**src/rtl/uart_fifo_pkg.sv**
```systemverilog
`default_nettype none
// ============================================================================
// Package     : uart_fifo_pkg
// Description : Shared constants for the buffered UART transmit peripheral:
//               register addresses, parity encoding, transmitter state
//               encoding and the minimum bit divisor.
// Revision    : 1.0 - initial release
// ============================================================================
package uart_fifo_pkg;

    // Register window (4 LSBs of the J1 I/O address)
    localparam logic [3:0] c_addr_data   = 4'h0;
    localparam logic [3:0] c_addr_ctrl   = 4'h2;
    localparam logic [3:0] c_addr_div    = 4'h4;
    localparam logic [3:0] c_addr_status = 4'h6;

    // Parity field encoding; 2'b11 behaves as none
    localparam logic [1:0] c_par_none = 2'b00;
    localparam logic [1:0] c_par_even = 2'b01;
    localparam logic [1:0] c_par_odd  = 2'b10;

    // Smallest divisor the DIV register will hold
    localparam logic [15:0] c_div_min = 16'd2;

    // Transmitter state encoding
    typedef logic [2:0] tx_state_t;
    localparam tx_state_t c_st_idle   = 3'd0;
    localparam tx_state_t c_st_start  = 3'd1;
    localparam tx_state_t c_st_data   = 3'd2;
    localparam tx_state_t c_st_parity = 3'd3;
    localparam tx_state_t c_st_stop   = 3'd4;

    function automatic logic parity_enabled(input logic [1:0] par);
        return (par == c_par_even) || (par == c_par_odd);
    endfunction

endpackage
`default_nettype wire

```
**src/rtl/uart_tx_core.sv**
```systemverilog
`default_nettype none
// ============================================================================
// Module      : uart_tx_core
// Description : UART frame serialiser. Accepts one byte through a
//               valid/ready handshake, latching divisor and parity with it,
//               then sends start, data (LSB first), optional parity and
//               stop bits on a registered tx line.
// Ports       : clk, rst      - clock, synchronous active-high reset
//               i_valid       - byte available from the queue
//               o_ready       - core idle; handshake completes on valid&&ready
//               i_data        - byte to send
//               i_div         - clock cycles per bit (>= 2)
//               i_parity      - parity mode
//               o_tx          - serial line, idle high
//               o_busy        - frame in progress
// Revision    : 1.0 - initial release
// ============================================================================
module uart_tx_core
    import uart_fifo_pkg::*;
#(
    parameter int DATA_BITS = 8,
    parameter int STOP_BITS = 1
) (
    input  logic                 clk,
    input  logic                 rst,
    input  logic                 i_valid,
    output logic                 o_ready,
    input  logic [DATA_BITS-1:0] i_data,
    input  logic [15:0]          i_div,
    input  logic [1:0]           i_parity,
    output logic                 o_tx,
    output logic                 o_busy
);

    tx_state_t            r_state;
    tx_state_t            w_state_next;
    logic [15:0]          r_div;
    logic [15:0]          r_div_cnt;
    logic [3:0]           r_bit_cnt;
    logic [DATA_BITS-1:0] r_shift;
    logic                 r_par_en;
    logic                 r_par_bit;
    logic                 r_tx;
    logic                 w_tx_next;
    logic                 w_tick;
    logic                 w_last_data;
    logic                 w_last_stop;

    assign w_tick      = (r_div_cnt == 16'd0);
    assign w_last_data = (r_bit_cnt == 4'(DATA_BITS - 1));
    assign w_last_stop = (r_bit_cnt == 4'(STOP_BITS - 1));

    assign o_ready = (r_state == c_st_idle);
    assign o_busy  = (r_state != c_st_idle);
    assign o_tx    = r_tx;

    // Next state and the line level for the current state. The line is
    // registered, so tx trails the state by one cycle.
    always_comb begin
        w_state_next = r_state;
        w_tx_next    = 1'b1;
        case (r_state)
            c_st_idle: begin
                if (i_valid) w_state_next = c_st_start;
            end
            c_st_start: begin
                w_tx_next = 1'b0;
                if (w_tick) w_state_next = c_st_data;
            end
            c_st_data: begin
                w_tx_next = r_shift[0];
                if (w_tick && w_last_data)
                    w_state_next = r_par_en ? c_st_parity : c_st_stop;
            end
            c_st_parity: begin
                w_tx_next = r_par_bit;
                if (w_tick) w_state_next = c_st_stop;
            end
            c_st_stop: begin
                if (w_tick && w_last_stop) w_state_next = c_st_idle;
            end
            default: w_state_next = c_st_idle;
        endcase
    end

    always_ff @(posedge clk) begin
        if (rst) begin
            r_state   <= c_st_idle;
            r_tx      <= 1'b1;
            r_div     <= c_div_min;
            r_div_cnt <= 16'd0;
            r_bit_cnt <= 4'd0;
            r_shift   <= '0;
            r_par_en  <= 1'b0;
            r_par_bit <= 1'b0;
        end else begin
            r_state <= w_state_next;
            r_tx    <= w_tx_next;
            if (r_state == c_st_idle) begin
                // Divisor and parity are frozen for the whole frame here
                if (i_valid) begin
                    r_shift   <= i_data;
                    r_div     <= i_div;
                    r_div_cnt <= i_div - 16'd1;
                    r_bit_cnt <= 4'd0;
                    r_par_en  <= parity_enabled(i_parity);
                    r_par_bit <= (^i_data) ^ (i_parity == c_par_odd);
                end
            end else if (w_tick) begin
                r_div_cnt <= r_div - 16'd1;
                case (r_state)
                    c_st_data: begin
                        r_shift   <= r_shift >> 1;
                        r_bit_cnt <= w_last_data ? 4'd0 : r_bit_cnt + 4'd1;
                    end
                    c_st_stop: r_bit_cnt <= r_bit_cnt + 4'd1;
                    default:   r_bit_cnt <= 4'd0;
                endcase
            end else begin
                r_div_cnt <= r_div_cnt - 16'd1;
            end
        end
    end

endmodule
`default_nettype wire

```
**src/rtl/peripheral_uart_fifo.sv**
```systemverilog
`default_nettype none
// ============================================================================
// Module      : peripheral_uart_fifo
// Description : J1 I/O-mapped UART transmitter with a byte FIFO, runtime
//               baud divisor and selectable parity.
// Ports       : clk, rst          - clock, synchronous active-high reset
//               d_in              - write data from the J1
//               cs, addr, rd, wr  - I/O slot select, address LSBs, strobes
//               d_out             - combinational read data (0 when unmapped)
//               tx                - UART line, idle high
// Revision    : 1.0 - initial release
// ============================================================================
module peripheral_uart_fifo
    import uart_fifo_pkg::*;
#(
    parameter int DEPTH     = 16,
    parameter int DATA_BITS = 8,
    parameter int STOP_BITS = 1,
    parameter int DIV_RESET = 434
) (
    input  logic        clk,
    input  logic        rst,
    input  logic [15:0] d_in,
    input  logic        cs,
    input  logic [3:0]  addr,
    input  logic        rd,
    input  logic        wr,
    output logic [15:0] d_out,
    output logic        tx
);

    localparam int             c_aw      = $clog2(DEPTH);
    localparam logic [c_aw:0]  c_ptr_one = {{c_aw{1'b0}}, 1'b1};

    logic [DATA_BITS-1:0] r_mem [DEPTH];
    // One extra wrap bit on each pointer distinguishes full from empty
    logic [c_aw:0]        r_wr_ptr;
    logic [c_aw:0]        r_rd_ptr;
    logic                 r_en;
    logic [1:0]           r_parity;
    logic [15:0]          r_div;
    logic                 r_ovf;

    logic                 w_empty;
    logic                 w_full;
    logic [c_aw:0]        w_level;
    logic [15:0]          w_level16;
    logic                 w_wr_data;
    logic                 w_wr_ctrl;
    logic                 w_wr_div;
    logic                 w_flush;
    logic                 w_ovf_clr;
    logic                 w_push;
    logic                 w_overflow;
    logic                 w_core_valid;
    logic                 w_core_ready;
    logic                 w_core_busy;
    logic                 w_pop;
    logic                 w_busy;

    assign w_empty   = (r_wr_ptr == r_rd_ptr);
    assign w_full    = (r_wr_ptr[c_aw] != r_rd_ptr[c_aw]) &&
                       (r_wr_ptr[c_aw-1:0] == r_rd_ptr[c_aw-1:0]);
    assign w_level   = r_wr_ptr - r_rd_ptr;
    assign w_level16 = 16'(w_level);

    assign w_wr_data = cs && wr && (addr == c_addr_data);
    assign w_wr_ctrl = cs && wr && (addr == c_addr_ctrl);
    assign w_wr_div  = cs && wr && (addr == c_addr_div);
    assign w_flush   = w_wr_ctrl && d_in[1];
    assign w_ovf_clr = w_wr_ctrl && d_in[2];

    assign w_core_valid = r_en && !w_empty;
    assign w_pop        = w_core_valid && w_core_ready;

    // A pop in the same cycle frees a slot, so a push at FULL still lands.
    // A push coinciding with FLUSH is silently discarded.
    assign w_push     = w_wr_data && !w_flush && (!w_full || w_pop);
    assign w_overflow = w_wr_data && !w_flush && w_full && !w_pop;
    assign w_busy     = w_core_busy || !w_empty;

    always_ff @(posedge clk) begin
        if (w_push) r_mem[r_wr_ptr[c_aw-1:0]] <= d_in[DATA_BITS-1:0];
    end

    always_ff @(posedge clk) begin
        if (rst) begin
            r_wr_ptr <= '0;
            r_rd_ptr <= '0;
            r_en     <= 1'b1;
            r_parity <= c_par_none;
            r_div    <= 16'(DIV_RESET);
            r_ovf    <= 1'b0;
        end else begin
            if (w_push) r_wr_ptr <= r_wr_ptr + c_ptr_one;

            if (w_flush)    r_rd_ptr <= r_wr_ptr;
            else if (w_pop) r_rd_ptr <= r_rd_ptr + c_ptr_one;

            // Setting wins over clearing when both happen together
            if (w_overflow)     r_ovf <= 1'b1;
            else if (w_ovf_clr) r_ovf <= 1'b0;

            if (w_wr_ctrl) begin
                r_en     <= d_in[0];
                r_parity <= d_in[4:3];
            end

            if (w_wr_div) r_div <= (d_in < c_div_min) ? c_div_min : d_in;
        end
    end

    always_comb begin
        d_out = 16'h0000;
        if (cs && rd) begin
            case (addr)
                c_addr_ctrl:   d_out = {11'b0, r_parity, 2'b00, r_en};
                c_addr_div:    d_out = r_div;
                c_addr_status: d_out = {w_level16[7:0], 4'b0000, r_ovf,
                                        w_full, w_empty, w_busy};
                default:       d_out = 16'h0000;
            endcase
        end
    end

    uart_tx_core #(
        .DATA_BITS (DATA_BITS),
        .STOP_BITS (STOP_BITS)
    ) u_tx_core (
        .clk      (clk),
        .rst      (rst),
        .i_valid  (w_core_valid),
        .o_ready  (w_core_ready),
        .i_data   (r_mem[r_rd_ptr[c_aw-1:0]]),
        .i_div    (r_div),
        .i_parity (r_parity),
        .o_tx     (tx),
        .o_busy   (w_core_busy)
    );

endmodule
`default_nettype wire

```
**config.mk**
```make
export PLATFORM = sky130hd
export DESIGN_NAME = peripheral_uart_fifo
export DESIGN_NICKNAME = d
export VERILOG_FILES = /design/src/rtl/uart_fifo_pkg.sv /design/src/rtl/uart_tx_core.sv /design/src/rtl/peripheral_uart_fifo.sv
export SDC_FILE = /design/constraint.sdc
export NUM_CORES = 1
export LEC_CHECK = 0
export CAP_MARGIN = 20
export CORE_MARGIN = 2
export CORE_UTILIZATION = 45
export DETAILED_ROUTE_END_ITERATION = 6
export GPL_ROUTABILITY_DRIVEN = 0
export GPL_TIMING_DRIVEN = 1
export HOLD_SLACK_MARGIN = 0.05
export PLACE_DENSITY_LB_ADDON = 0.1
export SYNTH_ARGS = -nofsm -noshare
export SYNTH_HDL_FRONTEND = slang
export SYNTH_SLANG_ARGS = --single-unit
```
**constraint.sdc**
```tcl
create_clock -name clk -period 3.37 [get_ports clk]
set_input_delay 0.674 -clock clk [delete_from_list [all_inputs] [get_ports clk]]
set_output_delay 0.674 -clock clk [all_outputs]
set_load 0.05 [all_outputs]
```
## Word-level counts from Yosys, hierarchy flattened

Memory sizes are Yosys's and may differ from the RTL's. A register that Yosys moved wholly into a read port is not among the register bits.
Cells that the tools add are included.

- Register bits after elaboration: 80
- Bits in writable memories: 128
- Bits of input ports: 25
- Output and inout port bits: 17
- Word-level logic and storage cells: 110
- Memories kept: 1

- Add/sub/neg operators: 7
- $lt $le $gt $ge: 1
- Equality and inequality tests: 18
- Mux-type cells: 31
- Bitwise gates (word level): 1
- Reduce and logical (&&, ||, !) cells: 37

Memory list:

| name | words | bits a word | rd ports | clocked after memory_dff | write ports | RTL line | source |
|---|---|---|---|---|---|---|---|
| r_mem | 16 | 8 | 1 | 1 | 1 | peripheral_uart_fifo.sv:35 | `logic [DATA_BITS-1:0] r_mem [DEPTH];` |

Operator list:

| kind | number |
|---|---|
| two-way mux 16 bit | 5 |
| case mux 16 bit (3 select lines) | 1 |
| subtractor 16 x 1 -> 16 bit, second input constant | 3 |
| two-way mux 8 bit | 4 |
| two-way mux 4 bit | 6 |
| two-way mux 3 bit | 6 |
| logical AND 1 bit | 16 |
| logical NOT 16 bit | 1 |
| less-than comparator 16 x 2 -> 1 bit, second input constant | 1 |
| case mux 3 bit (5 select lines) | 1 |
| equality test 4 x 3 -> 1 bit, second input constant | 3 |
| adder 5 x 1 -> 5 bit, second input constant | 2 |
| two-way mux 5 bit | 2 |
| logical NOT 4 bit | 2 |
| inequality test 2 x 1 -> 1 bit, second input constant | 4 |
| case mux 4 bit (2 select lines) | 1 |
| nonzero test 2 bit | 4 |
| parity 8 bit | 1 |
| equality test 3 x 2 -> 1 bit, second input constant | 2 |
| equality test 5 bit | 1 |
| AND reduction 5 bit | 1 |
| subtractor 5 bit | 1 |
| adder 4 x 1 -> 4 bit, second input constant | 1 |
| equality test 4 x 2 -> 1 bit, second input constant | 1 |
| 16 further kinds | 25 |

## Longest topological paths before layout

Gate-level depths: netlist of run 1.

- Word-level depth: 8
- Depth in mapped cells: 11
- Gate-level depth less buffers: 9

## Modules after synthesis

From an unflattened synthesis of run 1, not the netlist that was laid out.

- Cell total of the unflattened synthesis: 810
- Area total of the unflattened synthesis: 9574.2 um2

Modules (own cells, without submodules):

| module | times used | cells each | area each (um2) | sequential area each (um2) |
|---|---|---|---|---|
| peripheral_uart_fifo | 1 | 448 | 6736.5 | 4524.3 |
| uart_tx_core | 1 | 362 | 2837.7 | 1001.0 |

## Worst setup path after synthesis of run 1

OpenSTA, ideal clock, no wires.

- Path kind: register -> register
- Start: register u_tx_core.r_state[0]
- End: memory r_mem[3][0], enable pin
- Setup time: 0.383 ns
- Data arrival time: 2.694 ns
- Data required time: 2.987 ns
- Setup slack: 0.293 ns
- Cell stages (with the launch flop): 8
- Path buffers: 2
- Clock period less this slack: 3.077 ns
- Cell sequence: dfxtp_1 > buf_2 > nor3_4 > buf_2 > o211ai_1 > a2111oi_2 > nand2_1 > nor3_1

- Longest elaborated chain between the ends: 6

RTL lines:

| element | RTL line | source |
|---|---|---|
| from (decl) | uart_tx_core.sv:35 | `tx_state_t r_state;` |
| from (signal assigned) | uart_tx_core.sv:88 | `r_state <= c_st_idle;` |
| from (signal assigned) | uart_tx_core.sv:97 | `r_state <= w_state_next;` |
| logical NOT 3 bit | uart_tx_core.sv:53 | `assign o_ready = (r_state == c_st_idle);` |
| logical AND 1 bit | peripheral_uart_fifo.sv:74 | `assign w_pop = w_core_valid && w_core_ready;` |
| logical OR 1 bit | peripheral_uart_fifo.sv:78 | `assign w_push = w_wr_data && !w_flush && (!w_full \|\| w_pop);` |
| logical AND 1 bit | peripheral_uart_fifo.sv:78 |  |
| two-way mux 1 bit | peripheral_uart_fifo.sv:83 | `if (w_push) r_mem[r_wr_ptr[c_aw-1:0]] <= d_in[DATA_BITS-1:0];` |
| two-way mux 1 bit (not written as such) | peripheral_uart_fifo.sv:83 |  |
| to (decl) | peripheral_uart_fifo.sv:35 |  |

Every way passes these cells.

## Worst setup path in the final report of run 1

- Start: register r_wr_ptr[0]
- End: output d_out[12]

- Longest elaborated chain between the ends: 3

RTL lines:

| element | RTL line | source |
|---|---|---|
| from (decl) | peripheral_uart_fifo.sv:37 | `logic [c_aw:0] r_wr_ptr;` |
| from (signal assigned) | peripheral_uart_fifo.sv:95 | `if (w_push) r_wr_ptr <= r_wr_ptr + c_ptr_one;` |
| subtractor 5 bit | peripheral_uart_fifo.sv:64 | `assign w_level = r_wr_ptr - r_rd_ptr;` |
| case mux 16 bit (3 select lines) | peripheral_uart_fifo.sv:116 | `case (addr)` |
| two-way mux 16 bit | peripheral_uart_fifo.sv:115 | `if (cs && rd) begin` |
| to (decl) | peripheral_uart_fifo.sv:28 | `output logic [15:0] d_out,` |

Every way passes these cells.

==> run summary, run 1 <==
* worst reg2reg startpoint: u_tx_core.r_div_cnt[9]
* met3 WL: 1.47 mm
* predominant post-synthesis flop cell: sky130_fd_sc_hd__edfxtp_1
* overall routed net length: 23.0 mm
* CTS H-tree depth: 1
* number of global-route vias before repair: 6321
* DP Worst Slack: 226 ps
* overall track demand over capacity in global routing: 21.5%
* layout net count: 891
* source-to-sink clock delay at the later pin of the worst-skew pair: 520 ps
* height of the chip: 148 um
* Via-to-Cell Ratio: 5.70
* number of remaining DRC errors: 0
* net count after synthesis: 819
* antenna violations before repair: 0
* CP Cell Sequence: inv_1 -> ha_1 -> inv_1 -> fa_1 -> a21o_1 -> a21oi_1 -> xor2_1 -> a22oi_1 -> nor2_2 -> buf_12
* number of CTS-inserted buffers: 24
* proportion of synthesized flip-flops having asynchronous set or reset: 0%
* Final Worst Setup Slack: 168 ps
* Worst Max-Slew Pin Slew: 812 ps
* RSZ-0062 raised after global routing: false
* total routed wire length on the met1 layer: 10.0 mm
* achievable clock frequency: 312 MHz
* floorplan die area: 21900 um2
* combined area of all synthesized cells: 9320 um2
* fill count: 1718
* final worst path period share: 95.0%
* count of pins on the block boundary: 42
* startpoint of the tightest hold check path: u_tx_core.r_div[0]
* VDD IR-drop max: 428 uV
* final standard cell count with taps included and fillers excluded: 1139
* Core Region: 20300 um2
* area grow syn2layout: 20.1%
* Post-CTS Hold Fix Bufs: 0
* CP Capture Type: output pin
* power density over cell area: 673 nW/um2
* commonest non-fill, non-tap cells in the layout: sky130_fd_sc_hd__edfxtp_1 (128), sky130_fd_sc_hd__nand2_1 (123), sky130_fd_sc_hd__dfxtp_1 (83)
* leakage component of the power: 3.79 nW
* path category of the worst min-delay check: register to register
* total iterations of the first detailed-routing run: 5
* flop2flop setup slack: 380 ps
* total negative slack: 0 ps
* worst-path cell with the longest stage delay: sky130_fd_sc_hd__fa_1
* area used by sequential logic in the layout: 5530 um2
* placed instance count: 1096
* number of enable-type register cells in the synthesized netlist: 128
* cell class contributing the biggest share of worst-path delay: adder cells
* proportion of layout cells with a drive suffix above 1: 17.0%
* Unique masters post-synth: 55
* chip width: 148 um
* highest routed layer: met4
* crit path max fanout: 6
* required time of the critical path: 2700 ps
* most common library cell in the layout ignoring fill and taps: sky130_fd_sc_hd__edfxtp_1
* metal2 WL: 11.1 mm
* max-slew violation count: 0
* sum of net half-perimeters after detailed placement: 16.1 mm
* clock transition time at the flip-flop clock pins of the worst setup and hold paths: 60 ps
* sink count of the clock tree: 212
* clock skew: 18.5 ps
* antenna-violating nets left: 0
* Worst setup startpoint: r_wr_ptr[0]
* pin count of the biggest net entering global routing: 39
* worst relative slew slack: 45.7%
* Avg Cell Area, Syn: 12.0 um2
* CP bufs+invs: 3
* crit-path most repeated cell: sky130_fd_sc_hd__inv_1
* number of hold-slack violations in the final timing report: 0
* standard-cell row count: 52
* wire length of the first global-routing pass: 36.3 mm
* Worst Path Class, Setup: register to output pin
* Starting Density: 45.9%
* maximum cell stage delay along the critical path: 410 ps
* # Max-Cap Violations: 0
* footprint of the multi-input gates: 3560 um2
* signal arrival time at the worst endpoint: 2530 ps
* Port-buffer cells: 41
* leftover overflow at the end of global routing: 0
* maximum count of clock buffers along a single path: 3
* total via count after detailed routing: 6494
* number of synthesized register bits: 212
* sequential area share after synthesis: 59.3%
* TritonCTS clock tree: built
* cell chosen for the clock root: sky130_fd_sc_hd__clkbuf_16
* Final min period: 3200 ps
* number of DRC violations after detailed-routing iteration 0: 531
* Diodes inserted: 0
* result of the run: complete, no violations
* WL per Instance: 20.2 um
* kind of start point of the critical path: register
* count of warnings emitted by yosys: 0
* post-route core utilization: 55.2%
* final setup fails: 0
* number of instances in the synthesized netlist: 780
per-layer routing:
| layer | global-route usage (%) | up-vias |
|---|---|---|
| met5 | 0 | - |
| met4 | 5.90 | 0 |
| met3 | 3.64 | 38 |
| met2 | 35.1 | 214 |
| met1 | 30.2 | 3187 |
| li1 | - | 3055 |
where the power goes:
| group | total, mW | switching (mW) | internal [mW] |
|---|---|---|---|
| clock | 2.49 | 1.02 | 1.46 |
| sequential | 3.11 | 0.179 | 2.93 |
| combinational | 1.94 | 1.11 | 0.824 |
final timing paths:
| path | to | cells after the start |
|---|---|---|
| worst max-delay path | d_out[12] | 10 |
| worst min register to register | u_tx_core.r_div[0] | 2 |
| worst min-delay path | u_tx_core.r_div[0] | 2 |
| worst max register to register | u_tx_core.r_div_cnt[12] | 10 |
kinds of logic after synthesis:
logic type,synth area share (%)
buf+inv,2.52
xor+xnor,2.51
compound gates,10.2
mux,8.91
fa+ha+maj,1.96
simple gates,14.6
flops,59.3
flip-flops by register name, summed over array words and instances (netlist names), named ones only:
signal and cells:
r_mem 128, u_tx_core.r_state 3, r_rd_ptr 5, r_parity 2, u_tx_core.r_div_cnt 16, u_tx_core.r_shift 8, r_div 16, u_tx_core.r_div 16
u_tx_core.o_tx 1, r_ovf 1, r_en 1, u_tx_core.r_par_en 1, u_tx_core.r_bit_cnt 4, r_wr_ptr 5, u_tx_core.r_par_bit 1
cells in the mapped netlist, types with 2 or more instances:
library cell	n	area, um2
sky130_fd_sc_hd__a211o_1	11	96.3
sky130_fd_sc_hd__a211oi_1	12	90.1
sky130_fd_sc_hd__a21o_1	2	15.0
sky130_fd_sc_hd__a21oi_1	47	235
sky130_fd_sc_hd__a222oi_1	3	30.0
sky130_fd_sc_hd__a22oi_1	16	120
sky130_fd_sc_hd__a311oi_1	16	140
sky130_fd_sc_hd__a31o_2	3	26.3
sky130_fd_sc_hd__a31oi_1	2	12.5
sky130_fd_sc_hd__and2_1	8	50.1
sky130_fd_sc_hd__and3_1	4	25.0
sky130_fd_sc_hd__and4_1	2	17.5
sky130_fd_sc_hd__buf_1	2	7.51
sky130_fd_sc_hd__buf_2	7	35.0
sky130_fd_sc_hd__clkbuf_1	35	131
sky130_fd_sc_hd__dfxtp_1	84	1680
sky130_fd_sc_hd__edfxtp_1	128	3840
sky130_fd_sc_hd__ha_1	13	163
sky130_fd_sc_hd__inv_1	12	45.0
sky130_fd_sc_hd__mux2i_1	2	20.0
sky130_fd_sc_hd__mux4_2	36	811
sky130_fd_sc_hd__nand2_1	123	462
sky130_fd_sc_hd__nand2b_1	12	75.1
sky130_fd_sc_hd__nand3_1	15	75.1
sky130_fd_sc_hd__nand3b_1	7	52.6
sky130_fd_sc_hd__nand4_1	12	75.1
sky130_fd_sc_hd__nor2_1	75	282
sky130_fd_sc_hd__nor2b_1	6	37.5
sky130_fd_sc_hd__nor3_1	10	50.1
sky130_fd_sc_hd__nor3b_1	2	15.0
sky130_fd_sc_hd__nor4_1	7	43.8
sky130_fd_sc_hd__o21ai_0	17	85.1
sky130_fd_sc_hd__o21bai_1	3	22.5
sky130_fd_sc_hd__or3_1	6	37.5
sky130_fd_sc_hd__xnor2_1	9	78.8
sky130_fd_sc_hd__xnor3_1	3	67.6
sky130_fd_sc_hd__xor2_1	10	87.6
worst min-delay path: stages, from the launching register on:
cell	delay, ps
sky130_fd_sc_hd__dfxtp_1	310
sky130_fd_sc_hd__nand2_1	50
sky130_fd_sc_hd__a21oi_1	50
timing repair:
item / 4_1_cts / 5_1_grt
hold endpoints to repair: 0 / 0
setup buffers: 0 / 0
gates resized for setup: 0 / 2
endpoints found under the setup margin: 0 / 3
metrics by stage:
stage               hold WS (ps)  total power [mW]  instance area [um2]
detailed placement           453              5.08                10400
finish                       459              7.54                11200
global route                 480              7.90                11200
CTS                          462              7.57                11200
global placement             443              5.03                10400
floorplan                    432              4.49                 9320
final cells by class:
class	instances	share of cell area, %
flip-flops and latches	212	49.4
multi-input cells	510	31.8
repair buffers	92	8.58
clock buffers	26	5.43
well taps	270	3.02
clock inverters	17	1.39
inverters	12	0.402
(Power assumes the default switching activity.)
==> run 2: changes to the inputs <==
- MAX_ROUTING_LAYER: unset -> met4
- PLACE_DENSITY: unset -> 0.68
- PLACE_DENSITY_LB_ADDON: 0.1 -> unset
==> run summary, run 2 (same netlist as run 1, synthesis figures left out) <==
* Starting Density: 45.9%
* WL per Instance: 18.9 um
* Min Hold Slack: 459 ps
* number of CTS-inserted buffers: 22
* count of pins on the block boundary: 42
* final standard cell count with taps included and fillers excluded: 1137
* final setup fails: 0
* antenna violations before repair: 1
* fill count: 1702
* maximum count of clock buffers along a single path: 3
* Worst Max-Slew Pin Slew: 793 ps
* clock skew: 22.9 ps
* CP Capture Type: output pin
* power share of the combinational group: 25.0%
* TritonCTS clock tree: built
* pin count of the biggest net entering global routing: 32
* leakage component of the power: 3.81 nW
* number of global-route vias before repair: 6145
* standard-cell row count: 52
* power density over cell area: 669 nW/um2
* antenna-violating nets left: 0
* Switching Fraction: 30.0%
* overall routed net length: 21.5 mm
* total iterations of the first detailed-routing run: 5
* Worst Path Class, Setup: register to output pin
* Final min period: 3200 ps
* placed instance count: 1096
* Worst Hold End: u_tx_core.r_div[14]
* worst reg2reg startpoint: u_tx_core.r_div_cnt[14]
* achievable clock frequency: 313 MHz
* # Max-Cap Violations: 0
* area grow syn2layout: 20.0%
* layout net count: 889
* Largest register FFs: 128
* sum of net half-perimeters after detailed placement: 15.0 mm
* result of the run: complete, no violations
* proportion of layout cells with a drive suffix above 1: 16.7%
* number of DRC violations after detailed-routing iteration 0: 507
* clock transition time at the flip-flop clock pins of the worst setup and hold paths: 60 ps
* number of hold-slack violations in the final timing report: 0
* flop2flop setup slack: 330 ps
* leftover overflow at the end of global routing: 0
* path depth of the worst reg2reg path: 9
* source-to-sink clock delay at the later pin of the worst-skew pair: 530 ps
* wire length of the first global-routing pass: 34.3 mm
* most common library cell in the layout ignoring fill and taps: sky130_fd_sc_hd__edfxtp_1
* number of stages on the worst hold path: 2
* Post-CTS Hold Fix Bufs: 0
* VDD IR-drop max: 449 uV
* Via-to-Cell Ratio: 5.55
* sink count of the clock tree: 212
* post-layout total power: 7.48 mW
* number of setup buffers added after CTS: 0
* Port-buffer cells: 41
* total via count after detailed routing: 6316
* max-slew violation count: 0
* total negative slack: 0 ps
* post-route core utilization: 55.1%
* CTS H-tree depth: 1
* number of gates resized after CTS: 0
* RSZ-0062 raised after global routing: false
* commonest non-fill, non-tap cells in the layout: sky130_fd_sc_hd__edfxtp_1 (128), sky130_fd_sc_hd__nand2_1 (123), sky130_fd_sc_hd__dfxtp_1 (82)
* crit path max fanout: 4
* startpoint of the tightest hold check path: u_tx_core.r_div[14]
* end of the worst register-to-register path: u_tx_core.r_div_cnt[12]
* required time of the critical path: 2700 ps
* clock power share: 33.2%
* number of remaining DRC errors: 0
* height of the chip: 148 um
* cell chosen for the clock root: sky130_fd_sc_hd__clkbuf_16
* kind of start point of the critical path: register
* path category of the worst min-delay check: register to register
* internal power consumption: 5.24 mW
* signal arrival time at the worst endpoint: 2520 ps
* switching power: 2.25 mW
* worst relative slew slack: 46.9%
* chip width: 148 um
* Flop pwr share: 41.7%
* floorplan die area: 21900 um2
* overall track demand over capacity in global routing: 20.7%
* final worst path period share: 94.8%
* Core Region: 20300 um2
run 2: area by class of cell:
cell class | count | area (um2) | share of cell area, %
clock buffer | 28 | 594 | 5.31
inverter | 12 | 45.0 | 0.403
sequential | 212 | 5530 | 49.4
antenna | 1 | 2.50 | 0.0224
tap | 270 | 338 | 3.02
multi-input combinational | 510 | 3560 | 31.8
clock inverter | 12 | 156 | 1.40
timing repair buffer | 92 | 961 | 8.59
run 2: power groups by stage:
stage,Clock (mW),Combinational [mW],Sequential [mW]
4_1_cts,2.53,1.88,3.12
2_1_floorplan,0,1.40,3.09
3_3_place_gp,0,1.84,3.16
5_1_grt,2.63,2.10,3.14
3_5_place_dp,0,1.86,3.17
6_report,2.49,1.87,3.12
run 2: layer usage:
layer / vias to the layer above / share of wire [%] / global-route usage [%]
met1: 3062 / 45 / 27.5
li1: 3046 / - / -
met3: 44 / 5.0 / 3.67
met4: 0 / 2.1 / 5.62
met5: - / 0 / -
met2: 164 / 48 / 33.1
run 2: per-stage QoR:
| stage | area, um2 | setup WS [ps] |
|---|---|---|
| floorplan | 9320 | 293 |
| global placement | 10400 | 251 |
| detailed placement | 10400 | 301 |
| CTS | 11200 | 122 |
| global route | 11200 | 29.5 |
| finish | 11200 | 174 |
run 2: critical path, cell delays in order (launching register included):
cell and delay, ps:
sky130_fd_sc_hd__dfxtp_1 410, sky130_fd_sc_hd__ha_1 170, sky130_fd_sc_hd__inv_1 50, sky130_fd_sc_hd__fa_1 390
sky130_fd_sc_hd__a21o_1 170, sky130_fd_sc_hd__a21oi_1 170, sky130_fd_sc_hd__xor2_1 160, sky130_fd_sc_hd__a22oi_1 80
sky130_fd_sc_hd__nor2_1 200, sky130_fd_sc_hd__buf_12 170
run 2: how the worst max path moves through the flow:
stage                   endpoint            startpoint  cells past startpoint  slack, ps
global route           d_out[12]           r_rd_ptr[0]                      9         30
finish                 d_out[12]           r_rd_ptr[0]                      9        170
detailed placement  r_mem[15][1]               addr[0]                      8        300
CTS                    d_out[12]           r_wr_ptr[0]                     10        120
global placement    r_mem[15][2]               addr[0]                      8        250
floorplan            r_mem[3][0]  u_tx_core.r_state[0]                      7        290
